===== src/rtl/weight_stream_source_if.sv =====
// weight_stream_source_if
//  AXI-Stream bundle for WEIGHT_CHANNELS lockstep weight channels.
//  All per-channel fields are packed with channel 0 in the LSBs.
//  master : drives tdata/tvalid/tlast/tid/tdest/tuser, receives tready
//  slave  : receives the payload, drives tready
interface weight_stream_source_if #(
  parameter int DATA_WIDTH_WEIGHT = 16,
  parameter int WEIGHT_CHANNELS   = 1,
  parameter int ID_WIDTH          = 8,
  parameter int DEST_WIDTH        = 8,
  parameter int USER_WIDTH        = 1
);
  logic [WEIGHT_CHANNELS*DATA_WIDTH_WEIGHT-1:0] tdata;
  logic [WEIGHT_CHANNELS-1:0]                   tvalid;
  logic [WEIGHT_CHANNELS-1:0]                   tready;
  logic [WEIGHT_CHANNELS-1:0]                   tlast;
  logic [WEIGHT_CHANNELS*ID_WIDTH-1:0]          tid;
  logic [WEIGHT_CHANNELS*DEST_WIDTH-1:0]        tdest;
  logic [WEIGHT_CHANNELS*USER_WIDTH-1:0]        tuser;

  modport master (
    output tdata, tvalid, tlast, tid, tdest, tuser,
    input  tready
  );

  modport slave (
    input  tdata, tvalid, tlast, tid, tdest, tuser,
    output tready
  );
endinterface


===== src/rtl/weight_stream_source.sv =====
// weight_stream_source
//  Holds per-channel weight tables in on-chip RAM (one bank per channel) and
//  replays them once per start as WEIGHT_CHANNELS beat-aligned AXI-Stream
//  channels, with tlast marking the end of each row and of the replay.
// Ports
//  clk, rst       clock, synchronous active-high reset
//  wr_en/wr_addr  host write into all banks; wr_data packs channel 0 in LSBs
//  start          begin replay (only honoured while idle)
//  len, row_len   beats per replay (saturated at DEPTH), beats per tlast row
//                 (0 = tlast on final beat only); both latched on start
//  busy           replay in progress
//  done           one-cycle pulse when the final beat is accepted everywhere
//  m_axis_weight  AXI-Stream master bundle (tid/tdest/tuser constant)
module weight_stream_source #(
  parameter int DATA_WIDTH_WEIGHT = 16,
  parameter int WEIGHT_CHANNELS   = 1,
  parameter int DEPTH             = 256,
  parameter int ADDR_WIDTH        = $clog2(DEPTH),
  parameter int ID_WIDTH          = 8,
  parameter int DEST_WIDTH        = 8,
  parameter int USER_WIDTH        = 1,
  parameter int OUTPUT_ID         = 1,
  parameter int OUTPUT_DEST       = 0
) (
  input  logic                                         clk,
  input  logic                                         rst,
  input  logic                                         wr_en,
  input  logic [ADDR_WIDTH-1:0]                        wr_addr,
  input  logic [WEIGHT_CHANNELS*DATA_WIDTH_WEIGHT-1:0] wr_data,
  input  logic                                         start,
  input  logic [ADDR_WIDTH:0]                          len,
  input  logic [ADDR_WIDTH:0]                          row_len,
  output logic                                         busy,
  output logic                                         done,
  weight_stream_source_if.master                       m_axis_weight
);

  localparam logic [1:0] ST_IDLE  = 2'd0;
  localparam logic [1:0] ST_RUN   = 2'd1;
  localparam logic [1:0] ST_DRAIN = 2'd2;

  localparam logic [ADDR_WIDTH:0] DEPTH_L = (ADDR_WIDTH+1)'(DEPTH);
  localparam logic [ADDR_WIDTH:0] ONE     = (ADDR_WIDTH+1)'(1);

  logic [1:0]             state;
  logic [ADDR_WIDTH:0]    len_q;
  logic [ADDR_WIDTH:0]    row_len_q;
  logic [ADDR_WIDTH:0]    rd_idx;
  logic [ADDR_WIDTH:0]    row_cnt;
  logic [ADDR_WIDTH:0]    len_sat;
  logic                   rd_en;
  logic                   rd_last_beat;
  logic                   row_end;
  logic                   rd_tlast;
  logic                   done_r;
  logic                   drain_done;
  logic [WEIGHT_CHANNELS-1:0] ch_full;
  logic [WEIGHT_CHANNELS-1:0] ch_finishing;

  always_comb begin
    len_sat      = (len > DEPTH_L) ? DEPTH_L : len;
    // Reads advance only when every channel has a free slot, keeping all
    // channels beat-aligned even when their consumers stall independently.
    rd_en        = (state == ST_RUN) && ~|ch_full;
    rd_last_beat = (rd_idx == len_q - ONE);
    row_end      = (row_len_q != '0) && (row_cnt == row_len_q - ONE);
    rd_tlast     = row_end || rd_last_beat;
    drain_done   = !rst && (state == ST_DRAIN) && (&ch_finishing);
  end

  assign busy = (state != ST_IDLE);
  // Zero-length replays report through done_r; normal replays report in the
  // same cycle their final beat is accepted.
  assign done = done_r | drain_done;

  always_ff @(posedge clk) begin
    if (rst) begin
      state     <= ST_IDLE;
      done_r    <= 1'b0;
      len_q     <= '0;
      row_len_q <= '0;
      rd_idx    <= '0;
      row_cnt   <= '0;
    end else begin
      done_r <= 1'b0;
      case (state)
        ST_IDLE: begin
          if (start) begin
            len_q     <= len_sat;
            row_len_q <= row_len;
            rd_idx    <= '0;
            row_cnt   <= '0;
            if (len_sat == '0) begin
              done_r <= 1'b1;
            end else begin
              state <= ST_RUN;
            end
          end
        end
        ST_RUN: begin
          if (rd_en) begin
            rd_idx  <= rd_idx + ONE;
            row_cnt <= row_end ? '0 : row_cnt + ONE;
            if (rd_last_beat) begin
              state <= ST_DRAIN;
            end
          end
        end
        ST_DRAIN: begin
          if (drain_done) begin
            state <= ST_IDLE;
          end
        end
        default: state <= ST_IDLE;
      endcase
    end
  end

  for (genvar c = 0; c < WEIGHT_CHANNELS; c++) begin : g_ch
    logic [DATA_WIDTH_WEIGHT-1:0] mem [DEPTH];
    logic [DATA_WIDTH_WEIGHT-1:0] fifo_data [2];
    logic [1:0]                   fifo_last;
    logic                         wr_ptr;
    logic                         rd_ptr;
    logic [1:0]                   occ;
    logic                         pop;

    always_ff @(posedge clk) begin
      if (wr_en) begin
        mem[wr_addr] <= wr_data[c*DATA_WIDTH_WEIGHT +: DATA_WIDTH_WEIGHT];
      end
    end

    // The synchronous bank read lands directly in the free FIFO slot, so the
    // FIFO entry doubles as the RAM output register: no separate in-flight
    // stage exists, and a same-cycle write to the read address yields the
    // old word.
    always_ff @(posedge clk) begin
      if (rd_en) begin
        fifo_data[wr_ptr] <= mem[rd_idx[ADDR_WIDTH-1:0]];
        fifo_last[wr_ptr] <= rd_tlast;
      end
    end

    assign pop = (occ != 2'd0) && m_axis_weight.tready[c];

    always_ff @(posedge clk) begin
      if (rst) begin
        wr_ptr <= 1'b0;
        rd_ptr <= 1'b0;
        occ    <= 2'd0;
      end else begin
        if (rd_en) wr_ptr <= ~wr_ptr;
        if (pop)   rd_ptr <= ~rd_ptr;
        case ({rd_en, pop})
          2'b10:   occ <= occ + 2'd1;
          2'b01:   occ <= occ - 2'd1;
          default: occ <= occ;
        endcase
      end
    end

    assign ch_full[c]      = (occ == 2'd2);
    assign ch_finishing[c] = (occ == 2'd0) || ((occ == 2'd1) && m_axis_weight.tready[c]);

    assign m_axis_weight.tvalid[c] = (occ != 2'd0);
    assign m_axis_weight.tdata[c*DATA_WIDTH_WEIGHT +: DATA_WIDTH_WEIGHT] = fifo_data[rd_ptr];
    assign m_axis_weight.tlast[c]  = (occ != 2'd0) && fifo_last[rd_ptr];
    assign m_axis_weight.tid[c*ID_WIDTH +: ID_WIDTH]       = ID_WIDTH'(OUTPUT_ID);
    assign m_axis_weight.tdest[c*DEST_WIDTH +: DEST_WIDTH] = DEST_WIDTH'(OUTPUT_DEST);
    assign m_axis_weight.tuser[c*USER_WIDTH +: USER_WIDTH] = '0;
  end

endmodule


===== src/flat_wrapper.sv =====
// flat-port wrapper written by rule: the top's interface ports become plain ports
module weight_stream_source_flat 
#(
  parameter int DATA_WIDTH_WEIGHT = 16,
  parameter int WEIGHT_CHANNELS   = 1,
  parameter int DEPTH             = 256,
  parameter int ADDR_WIDTH        = $clog2(DEPTH),
  parameter int ID_WIDTH          = 8,
  parameter int DEST_WIDTH        = 8,
  parameter int USER_WIDTH        = 1,
  parameter int OUTPUT_ID         = 1,
  parameter int OUTPUT_DEST       = 0
)
  (clk, rst, wr_en, wr_addr, wr_data, start, len, row_len, busy, done, m_axis_weight_tdata, m_axis_weight_tvalid, m_axis_weight_tlast, m_axis_weight_tid, m_axis_weight_tdest, m_axis_weight_tuser, m_axis_weight_tready);
  weight_stream_source_if #(.DATA_WIDTH_WEIGHT(DATA_WIDTH_WEIGHT), .WEIGHT_CHANNELS(WEIGHT_CHANNELS), .ID_WIDTH(ID_WIDTH), .DEST_WIDTH(DEST_WIDTH), .USER_WIDTH(USER_WIDTH)) m_axis_weight_i ();
  input  logic clk;
  input  logic rst;
  input  logic wr_en;
  input  logic [ADDR_WIDTH-1:0] wr_addr;
  input  logic [WEIGHT_CHANNELS*DATA_WIDTH_WEIGHT-1:0] wr_data;
  input  logic start;
  input  logic [ADDR_WIDTH:0] len;
  input  logic [ADDR_WIDTH:0] row_len;
  output logic busy;
  output logic done;
  output wire logic [$bits(m_axis_weight_i.tdata)-1:0] m_axis_weight_tdata;
  output wire logic [$bits(m_axis_weight_i.tvalid)-1:0] m_axis_weight_tvalid;
  output wire logic [$bits(m_axis_weight_i.tlast)-1:0] m_axis_weight_tlast;
  output wire logic [$bits(m_axis_weight_i.tid)-1:0] m_axis_weight_tid;
  output wire logic [$bits(m_axis_weight_i.tdest)-1:0] m_axis_weight_tdest;
  output wire logic [$bits(m_axis_weight_i.tuser)-1:0] m_axis_weight_tuser;
  input wire logic [$bits(m_axis_weight_i.tready)-1:0] m_axis_weight_tready;
  assign m_axis_weight_tdata = m_axis_weight_i.tdata;
  assign m_axis_weight_tvalid = m_axis_weight_i.tvalid;
  assign m_axis_weight_tlast = m_axis_weight_i.tlast;
  assign m_axis_weight_tid = m_axis_weight_i.tid;
  assign m_axis_weight_tdest = m_axis_weight_i.tdest;
  assign m_axis_weight_tuser = m_axis_weight_i.tuser;
  assign m_axis_weight_i.tready = m_axis_weight_tready;
  weight_stream_source #(.DATA_WIDTH_WEIGHT(DATA_WIDTH_WEIGHT), .WEIGHT_CHANNELS(WEIGHT_CHANNELS), .DEPTH(DEPTH), .ADDR_WIDTH(ADDR_WIDTH), .ID_WIDTH(ID_WIDTH), .DEST_WIDTH(DEST_WIDTH), .USER_WIDTH(USER_WIDTH), .OUTPUT_ID(OUTPUT_ID), .OUTPUT_DEST(OUTPUT_DEST)) u_core (.clk(clk), .rst(rst), .wr_en(wr_en), .wr_addr(wr_addr), .wr_data(wr_data), .start(start), .len(len), .row_len(row_len), .busy(busy), .done(done), .m_axis_weight(m_axis_weight_i));
endmodule

===== config.mk =====
export PLATFORM = sky130hd
export DESIGN_NAME = weight_stream_source_flat
export DESIGN_NICKNAME = d
export VERILOG_FILES = /design/src/rtl/weight_stream_source_if.sv /design/src/rtl/weight_stream_source.sv /design/src/flat_wrapper.sv
export SDC_FILE = /design/constraint.sdc
export NUM_CORES = 2
export LEC_CHECK = 0
export BUFFER_PORTS_ARGS = -buffer_cell sky130_fd_sc_hd__buf_2
export CELL_PAD_IN_SITES_DETAIL_PLACEMENT = 1
export CELL_PAD_IN_SITES_GLOBAL_PLACEMENT = 2
export CORE_MARGIN = 5
export CORE_UTILIZATION = 55
export DETAILED_ROUTE_END_ITERATION = 10
export MAX_ROUTING_LAYER = met4
export PLACE_DENSITY_LB_ADDON = 0.1
export SYNTH_ARGS = -nofsm -noshare
export SYNTH_HDL_FRONTEND = slang
export SYNTH_MEMORY_MAX_BITS = 65536
export SYNTH_SLANG_ARGS = --single-unit

===== constraint.sdc =====
create_clock -name clk -period 9.2 [get_ports clk]
set_input_delay 2.76 -clock clk [delete_from_list [all_inputs] [get_ports clk]]
set_output_delay 2.76 -clock clk [all_outputs]
set_load 0.03 [all_outputs]

* Yosys cells after proc, flatten, opt, wreduce, memory -nomap -nowiden *
Memories as Yosys holds them, arrays and structs flattened. A register that Yosys moved wholly into a read port is not among the register bits.
Cells that the tools add are included.

operators by class
  add/subtract/negate cells = 6
  magnitude comparators = 4
  eq/ne operators = 13
  multiplexer cells = 28
  bitwise gates (word level) = 5
  reduce and logical (&&, ||, !) cells = 24

operators by type and width
  cell                 count
  $mux 9               5
  $pmux 9 s2           2
  $add 9x1->9 const B  2
  $eq 9x9->1           2
  $sub 9x1->9 const B  2
  $mux 8               2
  $mux 1               10
  $mux 2               5
  $gt 9x9->1 const B   1
  $logic_not 9->1      1
  $reduce_bool 9->1    1
  $logic_and 1x1->1    8
  $reduce_bool 2->1    4
  $eq 2x1->1 const B   3
  $eq 2x2->1 const B   3
  $ne 2x1->1 const B   3
  $pmux 2 s3           1
  $reduce_and 5->1     1
  $logic_not 2->1      2
  $lt 1x2->1 const B   2
  $ne 2x2->1 const B   2
  $not 1->1            4
  $pmux 2 s2           1
  $reduce_and 3->1     1
  10 further kinds     12

storage, ports and cells
  bits in registers = 45
  bits in writable memories = 4128
  memories = 2

memory list
  name                      words  bits a word  rd ports  clocked after Yosys merged registers in  write ports  RTL line                     text
  u_core.g_ch[0].mem        256    16           1         1                                        1            weight_stream_source.sv:120  logic [DATA_WIDTH_WEIGHT-1:0] mem [DEPTH];
  u_core.g_ch[0].fifo_data  2      16           1         1                                        1            weight_stream_source.sv:121  logic [DATA_WIDTH_WEIGHT-1:0] fifo_data [2];

* Longest topological paths before layout *
  word-level depth = 7
  gate-level depth with buffers = 12

* Worst setup path before layout *
OpenSTA, ideal clock, no wires.

  kind = input-to-output
  start = input port m_axis_weight_tready
  end = output port done
  data arrival time = 3311 ps
  slack = 3129 ps
  stages on the path = 3
  path through = a21oi_1 > nor4b_1 > or2_2

on the way
  word-level cells in the longest chain between the ends = 4

ends and longest elaborated chain
  what                RTL line                     text
  start: declaration  flat_wrapper.sv:32           input wire logic [$bits(m_axis_weight_i.tready)-1:0] m_axis_weight_tready;
  $logic_and 1x1->1   weight_stream_source.sv:164  assign ch_finishing[c] = (occ == 2'd0) || ((occ == 2'd1) && m_axis_weight.tready[c]);
  $logic_or 1x1->1    weight_stream_source.sv:164
  $logic_and 1x1->1   weight_stream_source.sv:68   drain_done = !rst && (state == ST_DRAIN) && (&ch_finishing);
  $or 1x1->1          weight_stream_source.sv:74   assign done = done_r | drain_done;
  end: declaration    flat_wrapper.sv:25           output logic done;

Every way passes these cells.

* Worst setup path after layout *
  start = input port rst
  end = output port done

on the way
  word-level cells in the longest chain between the ends = 4

ends and longest elaborated chain
  what                            RTL line                    text
  start: declaration              flat_wrapper.sv:17          input logic rst;
  $logic_not 1->1                 weight_stream_source.sv:68
  $logic_and 1x1->1 (2 in a row)  weight_stream_source.sv:68
  $or 1x1->1                      weight_stream_source.sv:74

Every way passes these cells.

==> impl_metrics.yaml <==
layout:
  final_nets: 8044
  syn_to_final_growth_pct: 11.9
  final_layout_size_suffix_gt1_frac: 0.236
  finish.utilization: 0.619
clock_network:
  postCtsHoldBufs: 0
  htree_levels: 5
  cts_tree: "built"
  clock_latency_ns: 0.97
  clock_sinks: 4182
  post_cts_buffers: 0
  cts_buffers: 420
  clockBufferDepth: 4
  clk_pin_slew_ns: 0.07
  root_buffer: "clkbuf_16"
  cts_resized: 0
place:
  dp_hpwl_um: 276000
  gp_congestion: 0.910
  io_buffers: 66
logic_synthesis:
  synth_cell_types: 71
  avgSynthCellArea_um2: 21.4
  ys.flop_type: "edfxtp_1"
  syn-cell-area_um2: 163000
  synth.ff_latch_count: 4182
  postSynthCellCount: 7604
  ys_warn_count: 0
  synth_enable_flop_cells: 4130
  synth-async-reset-ratio: 0
  ys_seq_area_frac: 0.769
setup_path:
  cp.required_ns: 6.44
  endpoint_kind: "output pin"
  slowest_delay_ns: 0.55
  path_class: "input pin to output pin"
  rrSetupSlack_ns: 3.51
  path_delay_family: "buffers and inverters"
  cpMostUsedCell: "buf_2"
  cp.arrival_ns: 3.95
  r2r_cells: 8
  timing.rr.end: "u_core.g_ch[0].fifo_data[0][3]"
  critical_path.max_fanout: 41
  crit_chain: "buf_2, nor4b_1, or2_2, buf_2"
  cp_num_buf_inv: 2
  startpoint_type: "input pin"
  cp_slowest_cell: "buf_2"
sta:
  fin_crit_sh: 0.730
  slew_headroom: 0.000951
  worst_slew_pin_slew_ns: 1.49
  max_freq_ghz: 0.149
  tns_ns: 0
  fin_crit_ns: 6.71
  finalHoldViolations: 0
  slew_viol_final: 0
  setup_viol: 0
  fin_worst_skew_ns: 0.0400
  hold_ws_ns: 0.485
  rsz0062_at_grt: "no"
worst_hold_path:
  min_to: "u_core.len_q[1]"
  whs_path_depth: 2
  hold_class: "flop to flop"
  min_from: "u_core.len_q[1]"
power_and_ir_drop:
  switching_power_w: 0.00889
  p_int_w: 0.0320
  sw_frac_of_total: 0.218
  powerDensity_nw_per_um2: 225
  combPwrFrac: 0.063
  pwr-share-clk: 0.421
  vdd_drop_max_mv: 0.186
  power.leakage_nw: 55.6
  p_seq_frac: 0.515
die:
  row_count: 199
  io_pins: 84
  die-area_um2: 307000
  start_util: 0.553
  die_w_um: 554
  core_um2: 294000
  die_y_um: 554
global_routing:
  grt_pass1_vias: 82757
  grt_max_degree: 165
  grt_antenna_before_repair: 38
  track_usage: 0.305
  grt_pass1_wl_um: 646000
  gr-total-overflow: 0
routing:
  drtIter0Drc: 11282
  wl_per_cell_um: 37.2
  vias: 81985
  viasPerCell: 6.68
  ant_nets: 0
  drcViolationCount: 0
  drt-pass1-iter-count: 6
  wl_um: 456000
run:
  max_cap_violations: 1
outcome:
  violations: "capacitance limit"
  status: "finished with violations"
kinds of logic (layout without fill, tap and decap cells):
group,after synthesis,after routing,synth area share
flops,4182,4182,0.769
buf+inv,485,1212,0.0208
mux,1413,1413,0.155
simple gates,753,753,0.0207
compound gates,731,731,0.0325
fa+ha+maj,8,8,0.000616
other cells,2,33,0.0000462
xor+xnor,30,30,0.00162
worst min-delay path: stages, from the launching register on:
cell	delay, ns
dfxtp_1	0.33
nand2_1	0.06
a21oi_1	0.05
registers in the layout, summed over array words and instances (netlist names), named ones only:
name                   cells
u_core.g_ch.mem         4096
u_core.g_ch.fifo_last      2
u_core.g_ch.rd_ptr         1
u_core.len_q               9
u_core.done_r              1
u_core.row_cnt             9
u_core.g_ch.fifo_data     32
u_core.row_len_q           9
u_core.rd_idx              9
u_core.g_ch.occ            2
u_core.g_ch.wr_ptr         1
u_core.state               2
worst max-delay path by stage:
| stage | end | from | cells past startpoint |
|---|---|---|---|
| floorplan | done | m_axis_weight_tready | 3 |
| global placement | done | rst | 4 |
| detailed placement | done | rst | 4 |
| CTS | done | rst | 4 |
| global route | done | rst | 4 |
| finish | done | rst | 4 |
metrics by stage:
| step | power (W) | std cells | area, um2 | worst slack [ns] |
|---|---|---|---|---|
| final | 0.0409 | 12281 | 182000 | 2.49 |
| after CTS | 0.0411 | 12265 | 182000 | 2.48 |
| after global placement | 0.0240 | 11486 | 168000 | 2.49 |
| after global routing | 0.0422 | 12277 | 182000 | 2.39 |
| after floorplan | 0.0232 | 7619 | 163000 | 3.13 |
| after detailed placement | 0.0241 | 11486 | 168000 | 2.48 |
cell usage in the layout, fill, tap and decap left out, types with 51 or more instances in the layout:
cell type  synthesis  routed
nand2_1          152     150
clkinv_1           0     114
nor2_2             0      67
edfxtp_1        4130    4130
nor3_1            72      70
clkbuf_1         171      76
clkinv_2           0      69
nor2_1           343     276
bufinv_16          0      51
mux2i_1          520     520
o22ai_1          122     122
o221ai_1         195     195
mux4_2           819     819
a21oi_1          115     115
buf_4             57     324
clkbuf_16          0     428
o21ai_0           81      79
power by group through the flow:
stage	Clock, W	Combinational [W]	Sequential (W)
2_1_floorplan	0	0.00180	0.0214
3_3_place_gp	0	0.00256	0.0215
3_5_place_dp	0	0.00262	0.0215
4_1_cts	0.0175	0.00263	0.0211
5_1_grt	0.0184	0.00273	0.0211
6_report	0.0172	0.00260	0.0211
area by class of cell:
| cell class | count | area, um2 |
|---|---|---|
| Antenna cell | 16 | 40.0 |
| Clock buffer | 504 | 11000 |
| Clock inverter | 275 | 2850 |
| Fill cell | 23791 | 112000 |
| Inverter | 17 | 78.8 |
| Multi-Input combinational cell | 2952 | 34500 |
| Sequential cell | 4182 | 125000 |
| Tap cell | 3919 | 4900 |
| Timing Repair Buffer | 416 | 3440 |
metal layers:
metal,vias to the layer above,GRT usage,routed length (um)
li1,32858,-,-
met1,44283,0.434,183000
met2,4157,0.460,217000
met3,687,0.0495,39700
met4,0,0.0957,16500
met5,-,-,0
synthesized netlist by cell type, types with 7 or more instances:
| cell type | instances | area, um2 |
|---|---|---|
| or3_1 | 7 | 43.8 |
| o31ai_1 | 14 | 105 |
| a221oi_1 | 44 | 385 |
| mux4_2 | 819 | 18400 |
| nand3b_1 | 11 | 82.6 |
| a22o_1 | 29 | 254 |
| inv_1 | 14 | 52.6 |
| buf_2 | 87 | 435 |
| mux4_1 | 45 | 1180 |
| nor2_1 | 343 | 1290 |
| buf_4 | 57 | 428 |
| nand4_1 | 36 | 225 |
| nor4_1 | 23 | 144 |
| nor3_1 | 72 | 360 |
| nand2_1 | 152 | 571 |
| a211oi_1 | 37 | 278 |
| o32ai_1 | 10 | 87.6 |
| dfxtp_1 | 52 | 1040 |
| o22ai_1 | 122 | 763 |
| buf_6 | 56 | 631 |
| a21oi_1 | 115 | 576 |
| o21ai_0 | 81 | 405 |
| edfxtp_1 | 4130 | 124000 |
| a211o_1 | 24 | 210 |
| xnor2_1 | 17 | 149 |
| and3_1 | 10 | 62.6 |
| buf_12 | 21 | 420 |
| ha_1 | 8 | 100 |
| a2111oi_0 | 11 | 96.3 |
| xor2_1 | 13 | 114 |
| a31oi_1 | 9 | 56.3 |
| buf_8 | 34 | 510 |
| a22oi_1 | 10 | 75.1 |
| clkbuf_1 | 171 | 642 |
| o221ai_1 | 195 | 1710 |
| nand3_1 | 55 | 275 |
| mux2i_1 | 520 | 5200 |
| nor2b_1 | 15 | 93.8 |
| mux2_2 | 29 | 327 |
| buf_1 | 30 | 113 |
| clkbuf_8 | 9 | 124 |
Power figures use the tool's default switching activity.
